[config.mk]
export PLATFORM = sky130hd
export DESIGN_NAME = fir_filter_tdm
export DESIGN_NICKNAME = d
export VERILOG_FILES = /design/src/rtl/fir_pkg.sv /design/src/rtl/fir_mac.sv /design/src/rtl/fir_filter_tdm.sv
export SDC_FILE = /design/constraint.sdc
export NUM_CORES = 2
export LEC_CHECK = 0
export ABC_AREA = 0
export BUFFER_PORTS_ARGS = -buffer_cell sky130_fd_sc_hd__buf_2
export CAP_MARGIN = 10
export CORE_ASPECT_RATIO = 1.2
export CORE_MARGIN = 8
export CORE_UTILIZATION = 65
export CTS_BUF_LIST = sky130_fd_sc_hd__clkbuf_16
export DETAILED_ROUTE_END_ITERATION = 8
export GPL_ROUTABILITY_DRIVEN = 0
export PLACE_DENSITY_LB_ADDON = 0.15
export SYNTH_ARGS = -nofsm -noshare
export SYNTH_HDL_FRONTEND = slang
export SYNTH_HIERARCHICAL = 1
export SYNTH_SLANG_ARGS = --single-unit
[constraint.sdc]
create_clock -name clk -period 9.9 [get_ports clk]
set_clock_uncertainty 0.15 [all_clocks]
set_input_delay 1.98 -clock clk [delete_from_list [all_inputs] [get_ports clk]]
set_output_delay 1.98 -clock clk [all_outputs]
set_load 0.02 [all_outputs]
[src/rtl/fir_pkg.sv]
// Shared FSM state encoding and accumulator width helper for the TDM FIR.
package fir_pkg;

   typedef enum logic [1:0] {
      ST_IDLE = 2'd0,
      ST_MAC  = 2'd1,
      ST_HOLD = 2'd2
   } fir_state_e;

   // Wide enough to sum TAPS full-scale products without overflow.
   function automatic int acc_w(input int data_w, input int coef_w, input int taps);
      return data_w + coef_w + $clog2(taps);
   endfunction

endpackage

[src/rtl/fir_mac.sv]
// Single multiplier plus accumulator: one signed product added per enabled cycle.
// Clear wins over enable; the accumulator is only read when the caller says so.
module fir_mac #(
   parameter int DATA_W = 16,
   parameter int COEF_W = 16,
   parameter int ACC_W  = 35
) (
   input  logic                     clk,
   input  logic                     i_rst_n,
   input  logic                     i_clr,
   input  logic                     i_en,
   input  logic signed [COEF_W-1:0] i_coef,
   input  logic signed [DATA_W-1:0] i_smp,
   output logic signed [ACC_W-1:0]  o_acc
);

   localparam int PROD_W = DATA_W + COEF_W;

   logic signed [PROD_W-1:0] w_coef_ext;
   logic signed [PROD_W-1:0] w_smp_ext;
   logic signed [PROD_W-1:0] w_prod;
   logic signed [ACC_W-1:0]  w_prod_ext;
   logic signed [ACC_W-1:0]  r_acc;

   assign w_coef_ext = {{DATA_W{i_coef[COEF_W-1]}}, i_coef};
   assign w_smp_ext  = {{COEF_W{i_smp[DATA_W-1]}}, i_smp};
   assign w_prod     = w_coef_ext * w_smp_ext;
   assign w_prod_ext = {{(ACC_W-PROD_W){w_prod[PROD_W-1]}}, w_prod};

   always_ff @(posedge clk or negedge i_rst_n) begin
      if (!i_rst_n) begin
         r_acc <= '0;
      end else if (i_clr) begin
         r_acc <= '0;
      end else if (i_en) begin
         r_acc <= r_acc + w_prod_ext;
      end
   end

   assign o_acc = r_acc;

endmodule

[src/rtl/fir_filter_tdm.sv]
// Time-multiplexed FIR: one sample accepted per TAPS+2 cycles, result held until out_ready.
// in_ready only while idle; coefficient writes are accepted only while idle.
module fir_filter_tdm
   import fir_pkg::*;
#(
   parameter int DATA_W = 16,
   parameter int COEF_W = 16,
   parameter int TAPS   = 8,
   parameter int OUT_W  = 32
) (
   input  logic                       clk,
   input  logic                       reset,
   input  logic                       coef_we,
   input  logic [$clog2(TAPS)-1:0]    coef_addr,
   input  logic signed [COEF_W-1:0]   coef_data,
   input  logic                       in_valid,
   output logic                       in_ready,
   input  logic signed [DATA_W-1:0]   x_in,
   output logic                       out_valid,
   input  logic                       out_ready,
   output logic signed [OUT_W-1:0]    y_out,
   output logic                       sat_flag
);

   localparam int AW    = $clog2(TAPS);
   localparam int ACC_W = acc_w(DATA_W, COEF_W, TAPS);

   fir_state_e r_state;
   fir_state_e w_state_nxt;

   logic signed [DATA_W-1:0] r_x [TAPS];
   logic signed [COEF_W-1:0] r_h [TAPS];
   logic [AW-1:0]            r_cnt;
   logic                     r_pend_vld;
   logic [AW-1:0]            r_pend_addr;
   logic signed [COEF_W-1:0] r_pend_dat;

   logic                     w_accept;
   logic                     w_addr_ok;
   logic                     w_last;
   logic                     w_mac_en;
   logic                     w_release;
   logic signed [ACC_W-1:0]  w_acc;
   logic signed [OUT_W-1:0]  w_y;
   logic                     w_sat;

   assign w_accept  = (r_state == ST_IDLE) && in_valid;
   assign w_addr_ok = int'(coef_addr) < TAPS;
   assign w_last    = (r_cnt == AW'(TAPS-1));
   assign w_mac_en  = (r_state == ST_MAC);
   assign w_release = (r_state == ST_HOLD) && out_ready;

   always_ff @(posedge clk or negedge reset) begin
      if (!reset) begin
         r_state <= ST_IDLE;
      end else begin
         r_state <= w_state_nxt;
      end
   end

   always_comb begin
      w_state_nxt = r_state;
      case (r_state)
         ST_IDLE: if (in_valid)  w_state_nxt = ST_MAC;
         ST_MAC:  if (w_last)    w_state_nxt = ST_HOLD;
         ST_HOLD: if (out_ready) w_state_nxt = ST_IDLE;
         default:                w_state_nxt = ST_IDLE;
      endcase
   end

   assign in_ready  = (r_state == ST_IDLE);
   assign out_valid = (r_state == ST_HOLD);

   always_ff @(posedge clk or negedge reset) begin
      if (!reset) begin
         r_cnt <= '0;
      end else if (w_accept) begin
         r_cnt <= '0;
      end else if (w_mac_en && !w_last) begin
         r_cnt <= r_cnt + 1'b1;
      end
   end

   always_ff @(posedge clk or negedge reset) begin
      if (!reset) begin
         for (int i = 0; i < TAPS; i++) r_x[i] <= '0;
      end else if (w_accept) begin
         r_x[0] <= x_in;
         for (int i = 1; i < TAPS; i++) r_x[i] <= r_x[i-1];
      end
   end

   // A write that lands with an accepted sample is parked until the result
   // is released, so it cannot disturb the sample already in flight.
   always_ff @(posedge clk or negedge reset) begin
      if (!reset) begin
         r_pend_vld  <= 1'b0;
         r_pend_addr <= '0;
         r_pend_dat  <= '0;
      end else if (w_accept && coef_we && w_addr_ok) begin
         r_pend_vld  <= 1'b1;
         r_pend_addr <= coef_addr;
         r_pend_dat  <= coef_data;
      end else if (w_release) begin
         r_pend_vld  <= 1'b0;
      end
   end

   always_ff @(posedge clk or negedge reset) begin
      if (!reset) begin
         for (int i = 0; i < TAPS; i++) r_h[i] <= COEF_W'(1);
      end else if (w_release && r_pend_vld) begin
         r_h[r_pend_addr] <= r_pend_dat;
      end else if ((r_state == ST_IDLE) && !in_valid && coef_we && w_addr_ok) begin
         r_h[coef_addr] <= coef_data;
      end
   end

   fir_mac #(
      .DATA_W (DATA_W),
      .COEF_W (COEF_W),
      .ACC_W  (ACC_W)
   ) u_mac (
      .clk     (clk),
      .i_rst_n (reset),
      .i_clr   (w_accept),
      .i_en    (w_mac_en),
      .i_coef  (r_h[r_cnt]),
      .i_smp   (r_x[r_cnt]),
      .o_acc   (w_acc)
   );

   generate
      if (OUT_W < ACC_W) begin : g_sat
         // Fits when every bit above the output sign bit matches it.
         logic [ACC_W-OUT_W:0] w_hi;
         logic                 w_fits;
         assign w_hi   = w_acc[ACC_W-1:OUT_W-1];
         assign w_fits = (&w_hi) | ~(|w_hi);
         assign w_y    = w_fits ? w_acc[OUT_W-1:0]
                                : {w_acc[ACC_W-1], {(OUT_W-1){~w_acc[ACC_W-1]}}};
         assign w_sat  = ~w_fits;
      end else if (OUT_W == ACC_W) begin : g_pass
         assign w_y   = w_acc;
         assign w_sat = 1'b0;
      end else begin : g_ext
         assign w_y   = {{(OUT_W-ACC_W){w_acc[ACC_W-1]}}, w_acc};
         assign w_sat = 1'b0;
      end
   endgenerate

   assign y_out    = w_y;
   assign sat_flag = w_sat;

endmodule

Yosys cells after proc, flatten, opt, wreduce, memory -nomap -nowiden
Index checks and enable logic that the tools add are counted.

Add/subtract/negate cells: 2. $mul: 1. $lt $le $gt $ge: 5. Eq/ne operators: 6. Multiplexer cells: 25. Bitwise logic cells: 7. Reduce and logical (&&, ||, !) cells: 19.

Operators by type and width (number): 128-bit bitwise mux (2); 128-bit two-way mux (2); 16-bit binary-select mux with 3-bit select (2); 16-bit demux with 3-bit select (2); 16-bit two-way mux (6); 35-bit two-way mux (2); 35-bit by 32-bit adder with 35-bit output (1); 16-bit by 16-bit multiplier with 32-bit output (1); 32-bit two-way mux (1); 4-bit >= comparator, second input constant (3); 3-bit inverter with 4-bit output (3); 1-bit logical AND (9); 4-bit by 1-bit less-than comparator with 1-bit output, second input constant (2); 2-bit nonzero test (4); 2-bit two-way mux (3); 3-bit two-way mux (2); 2-bit one-hot mux with 3 select lines (1); 2-bit inequality test, second input constant (2); 4-bit AND reduction (1); 4-bit OR reduction (1); 3-bit by 1-bit adder with 3-bit output, second input constant (1); 3-bit == test, second input constant (1); 1-bit inverter (3); 3-bit AND reduction (1); 7 further kinds (9).

Register bits after elaboration: 316. Input bits: 40. Output and inout bits: 35. Logic and storage cells: 87.

Depth between registers and ports, before layout
Depth in word-level cells: 8. Gate-level depth with buffers: 29.

Cells and area by module
The synthesis kept the hierarchy.

Modules (own cells, without submodules): fir_filter_tdm (times used 1, cells an instance 1280, area an instance 14839.2 µm²); fir_mac (times used 1, cells an instance 1341, area an instance 12832.3 µm²).

Worst setup path after synthesis
OpenSTA, ideal clock, no wires.

Path type: register -> register. Start: register r_cnt[0]. End: register u_mac.r_acc[33] (netlist: u_mac/o_acc[33]). Setup time: 126 ps. Arrival time: 7403 ps. Setup slack: 2221 ps. Cell stages (with the launch flop): 26. Path buffers: 3. Path through: dfrtp_1 -> buf_2 -> buf_2 -> mux4_2 -> o21ai_0 -> clkbuf_1 -> nand2_1 -> inv_1 -> fa_1 -> fa_1 -> fa_1 -> fa_1 -> fa_1 -> inv_1 -> fa_1 -> inv_1 -> ha_1 -> and4_1 -> a31oi_1 -> o21ai_0 -> a21bo_2 -> a2bb2oi_4 -> nand2b_2 -> a21oi_2 -> nor4b_1 -> a311o_1.

Longest elaborated chain between the ends: 8. Elaborated cells on any way between the ends: 11. Those cells by class: add/sub: 1; mul: 1; mux: 8; bitwise: 1.

RTL lines: from (decl) (line fir_filter_tdm.sv:33) `logic [AW-1:0] r_cnt;`; from (signal assigned) (line fir_filter_tdm.sv:80) `r_cnt <= r_cnt + 1'b1;`; 3-bit inverter with 4-bit output (implied by the code) (*) (line fir_filter_tdm.sv:128, fir_filter_tdm.sv:129); 16-bit binary-select mux with 3-bit select (on tied branches) (line fir_filter_tdm.sv:128, fir_filter_tdm.sv:129); 16-bit two-way mux (on tied branches) (2 in a row) (line fir_filter_tdm.sv:128, fir_filter_tdm.sv:129); 16-bit by 16-bit multiplier with 32-bit output (*) (line fir_mac.sv:27) `assign w_prod = w_coef_ext * w_smp_ext;`; 35-bit by 32-bit adder with 35-bit output (*) (line fir_mac.sv:36) `r_acc <= r_acc + w_prod_ext;`; 35-bit two-way mux (*) (line fir_mac.sv:35) `end else if (i_en) begin`; 35-bit two-way mux (*) (line fir_mac.sv:33) `end else if (i_clr) begin`; to (signal assigned) (line fir_mac.sv:36); to (decl) (line fir_mac.sv:23) `logic signed [ACC_W-1:0] r_acc;`.

Every way passes the cells marked *; elsewhere a longest branch is shown, timed or not. The select of a mux whose other input is x is not followed. A chain may end at the register's enable or synchronous reset.

Worst setup path in the final report
Start: register r_cnt[0]. End: register u_mac.r_acc[24] (netlist: u_mac/o_acc[24]).

The elaborated chain is that of the path after synthesis.

==> metrics.cfg <==
[status]
outcome=finished clean

[clock_tree]
cts_hold_buf=0
clkLatencyLatePin_ns=0.55
cts.sinks=316
root_buffer=clkbuf_16
clkTransAtPathRegs_ns=0.06
cts_setup_buffers=0
htreeDepth=2
cts_resized=0
cts_inserted_buffers=35
cts_buffer_depth=3
cts_tree=built

[synthesis]
synth_top_area_cell=dfrtp_1
synth_nets=3077
synth-warning-count=6
synth_top_area_share_pct=27.9
synth_edf_count=0
syn_avg_cell_area_um2=10.6
synth.cell_area_um2=27700
yosys_register_bits=316
ys.flop_type=dfrtp_1
synth-seq-area-share_pct=28.6
yosysMostFrequentCell=inv_1
synth_cells=2621
synthDistinctLibCells=74
async_flop_share_pct=100
ys_top_cells_by_count=inv_1 (474), fa_1 (310), dfrtp_1 (308)
yosys-top-cells-area=dfrtp_1 (28%), fa_1 (22%), mux2_2 (6.7%)

[detailed_routing]
totalWireLength_mm=65.6
viasPerCell=6.16
dr.pass1.iters=5
drtIter0Drc=1450
wl_per_cell_um=20.8
drcViolationCount=0
ant_nets=0
vias=19500

[flow_run]
maxCapViolCount=0

[cells_and_area]
drive_above_1_share_pct=17.1
n_fill_cell=3179
finalNetCount=3037
diodes=0
synthToLayoutAreaGrowth_pct=6.10
postLayoutCellArea_um2=29400

[sta]
tns_ns=0
fmax_ghz=0.120
slew_viol_final=0
period_needed_ns=8.36
finalSetupViolCount=0
slew-limit-headroom_pct=18.2
finalHoldViolations=0
rsz0062_at_grt=no
whs_ns=0.333
fin_crit_sh_pct=84.4
worst_pin_slew_ns=1.23

[critical_path]
cp_top_family=adder cells
slowest_delay_ns=1.08
critPathMaxFanout=46
cp-end-kind=register
cp_data_arrival_time_ns=8.63
cp.required_ns=10.17
crit_path_start_kind=register
cp_cell_sequence=buf_4, mux4_2, mux2_2, and2_1, fa_1, inv_1, fa_1, fa_1, inv_1, fa_1, fa_1, inv_1, fa_1, inv_1, ha_1, a21oi_1, nand2_1, a31oi_1, a2bb2oi_1, o31ai_4, a221o_1, a21oi_1, nand4b_1, nand3_1
crit_top_cell=fa_1
cp_num_buf_inv=5
worst-setup-path-type=reg2reg
crit_slowest_cell=dfrtp_4

[floorplan]
die_y_um=242
start_util_pct=65.3
core_um2=42400
num_rows=83
io_pins=75
die_w_um=204
die-area_um2=49500

[grt]
grt_pass1_wl_mm=110
grt_max_degree=189
grt-ovfl-total=0
grt_usage_pct=27.4
grt_pass1_vias=21200
antenna_found_initial=0

[placement]
portBuffers=74
hpwl_mm=46.4
placed_cell_area_um2=28300

[worst_hold_path]
holdCritPathClass=reg2reg

==> flip-flops by register name (all words and copies together), names as in the netlist <==
signal,count
r_state,2
r_pend_dat,16
r_pend_addr,3
r_h,128
r_pend_vld,1
r_cnt,3
u_mac/o_acc,35
r_x,128
==> layer usage <==
metal	share of wire, %	GRT usage (%)	up-vias	wire (µm)
met5	0	0	-	0
met4	2.8	9.54	0	1840
met3	7.7	4.37	164	5040
met2	49	45.4	823	31900
met1	41	36.2	9894	26800
li1	-	-	8573	-
==> worst register-to-register path: stages (launching register included) <==
cell and delay [ns]:
dfrtp_4 1.08, buf_4 0.45, mux4_2 0.54, mux2_2 0.42
and2_1 0.24, fa_1 0.51, inv_1 0.05, fa_1 0.46
fa_1 0.52, inv_1 0.06, fa_1 0.52, fa_1 0.50
inv_1 0.05, fa_1 0.47, inv_1 0.04, ha_1 0.34
a21oi_1 0.21, nand2_1 0.09, a31oi_1 0.25, a2bb2oi_1 0.34
o31ai_4 0.19, a221o_1 0.35, a21oi_1 0.20, nand4b_1 0.13
nand3_1 0.08
==> final cells by class <==
class	instances	area, µm²	share of cell area (%)
Multi-Input combinational cell	1632	17100	58.2
Sequential cell	316	7920	27.0
Inverter	474	1780	6.06
Clock buffer	36	901	3.07
Timing Repair Buffer	122	782	2.66
Tap cell	552	691	2.35
Clock inverter	27	189	0.644
==> path summary, 6_finish.rpt <==
check                           startpoint               to  slack (ns)  depth (start not counted)
worst max-delay path              r_cnt[0]  u_mac/o_acc[24]        1.54                         24
worst min-delay path            r_pend_vld       r_pend_vld        0.33                          1
worst max register to register    r_cnt[0]  u_mac/o_acc[24]        1.54                         24
worst min register to register  r_pend_vld       r_pend_vld        0.33                          1
max in group asynchronous            reset          r_h[33]        6.68                          2
min in group asynchronous            reset          r_x[71]        1.34                          1
==> logic make-up (layout without fill, tap and decap cells) <==
kind of cell / Yosys count / count (layout) / share of synthesized area, %
XOR/XNOR: 35 / 35 / 1.11
adder cells (fa/ha/maj): 416 / 416 / 27.2
AND/OR/NAND/NOR: 657 / 657 / 12.3
flip-flops: 316 / 316 / 28.6
AO/OA/AOI/OAI: 272 / 272 / 8.30
multiplexers: 252 / 252 / 12.8
buffers and inverters: 673 / 659 / 9.70
==> cell usage in the layout, fill, tap and decap left out, types with 6 or more instances in the layout <==
cell type  Yosys  final
o21bai_1       6      6
nor2_1        53     53
dfstp_2        8      8
buf_2         65     73
nor3b_2        7      6
and3_1        36     36
o21ai_0       25      9
a21oi_1       22     22
and3b_1        6      6
ha_1         106    106
dfrtp_1      308    305
buf_4         16     44
fa_1         310    310
mux2i_1       24     24
xnor2_1       26     26
a211oi_1       9      9
inv_1        474    483
nand2_1      153    153
xor2_1         9      9
o311ai_1      84     84
and2_1       133    133
o311ai_0      17     17
clkbuf_16      0     36
o21ai_1        2     18
mux2_2       164    164
a21o_1        40     40
o311ai_2      11     11
clkinv_2       0      7
nand3_1      227    227
mux4_2        64     64
a311o_1       17     17
a22o_1         9      9
and2_0         7      7
==> through the flow <==
step | instances | util [%] | worst slack, ns
6_report | 3159 | 69.3 | 1.54
3_3_place_gp | 3094 | 66.7 | 1.44
3_5_place_dp | 3094 | 66.7 | 1.31
4_1_cts | 3157 | 69.2 | 1.30
2_1_floorplan | 2621 | - | 2.22
5_1_grt | 3159 | 69.3 | 1.07
Power is not shown: default switching activity piles up to over one toggle a cycle in this logic, so the estimate is an artifact.
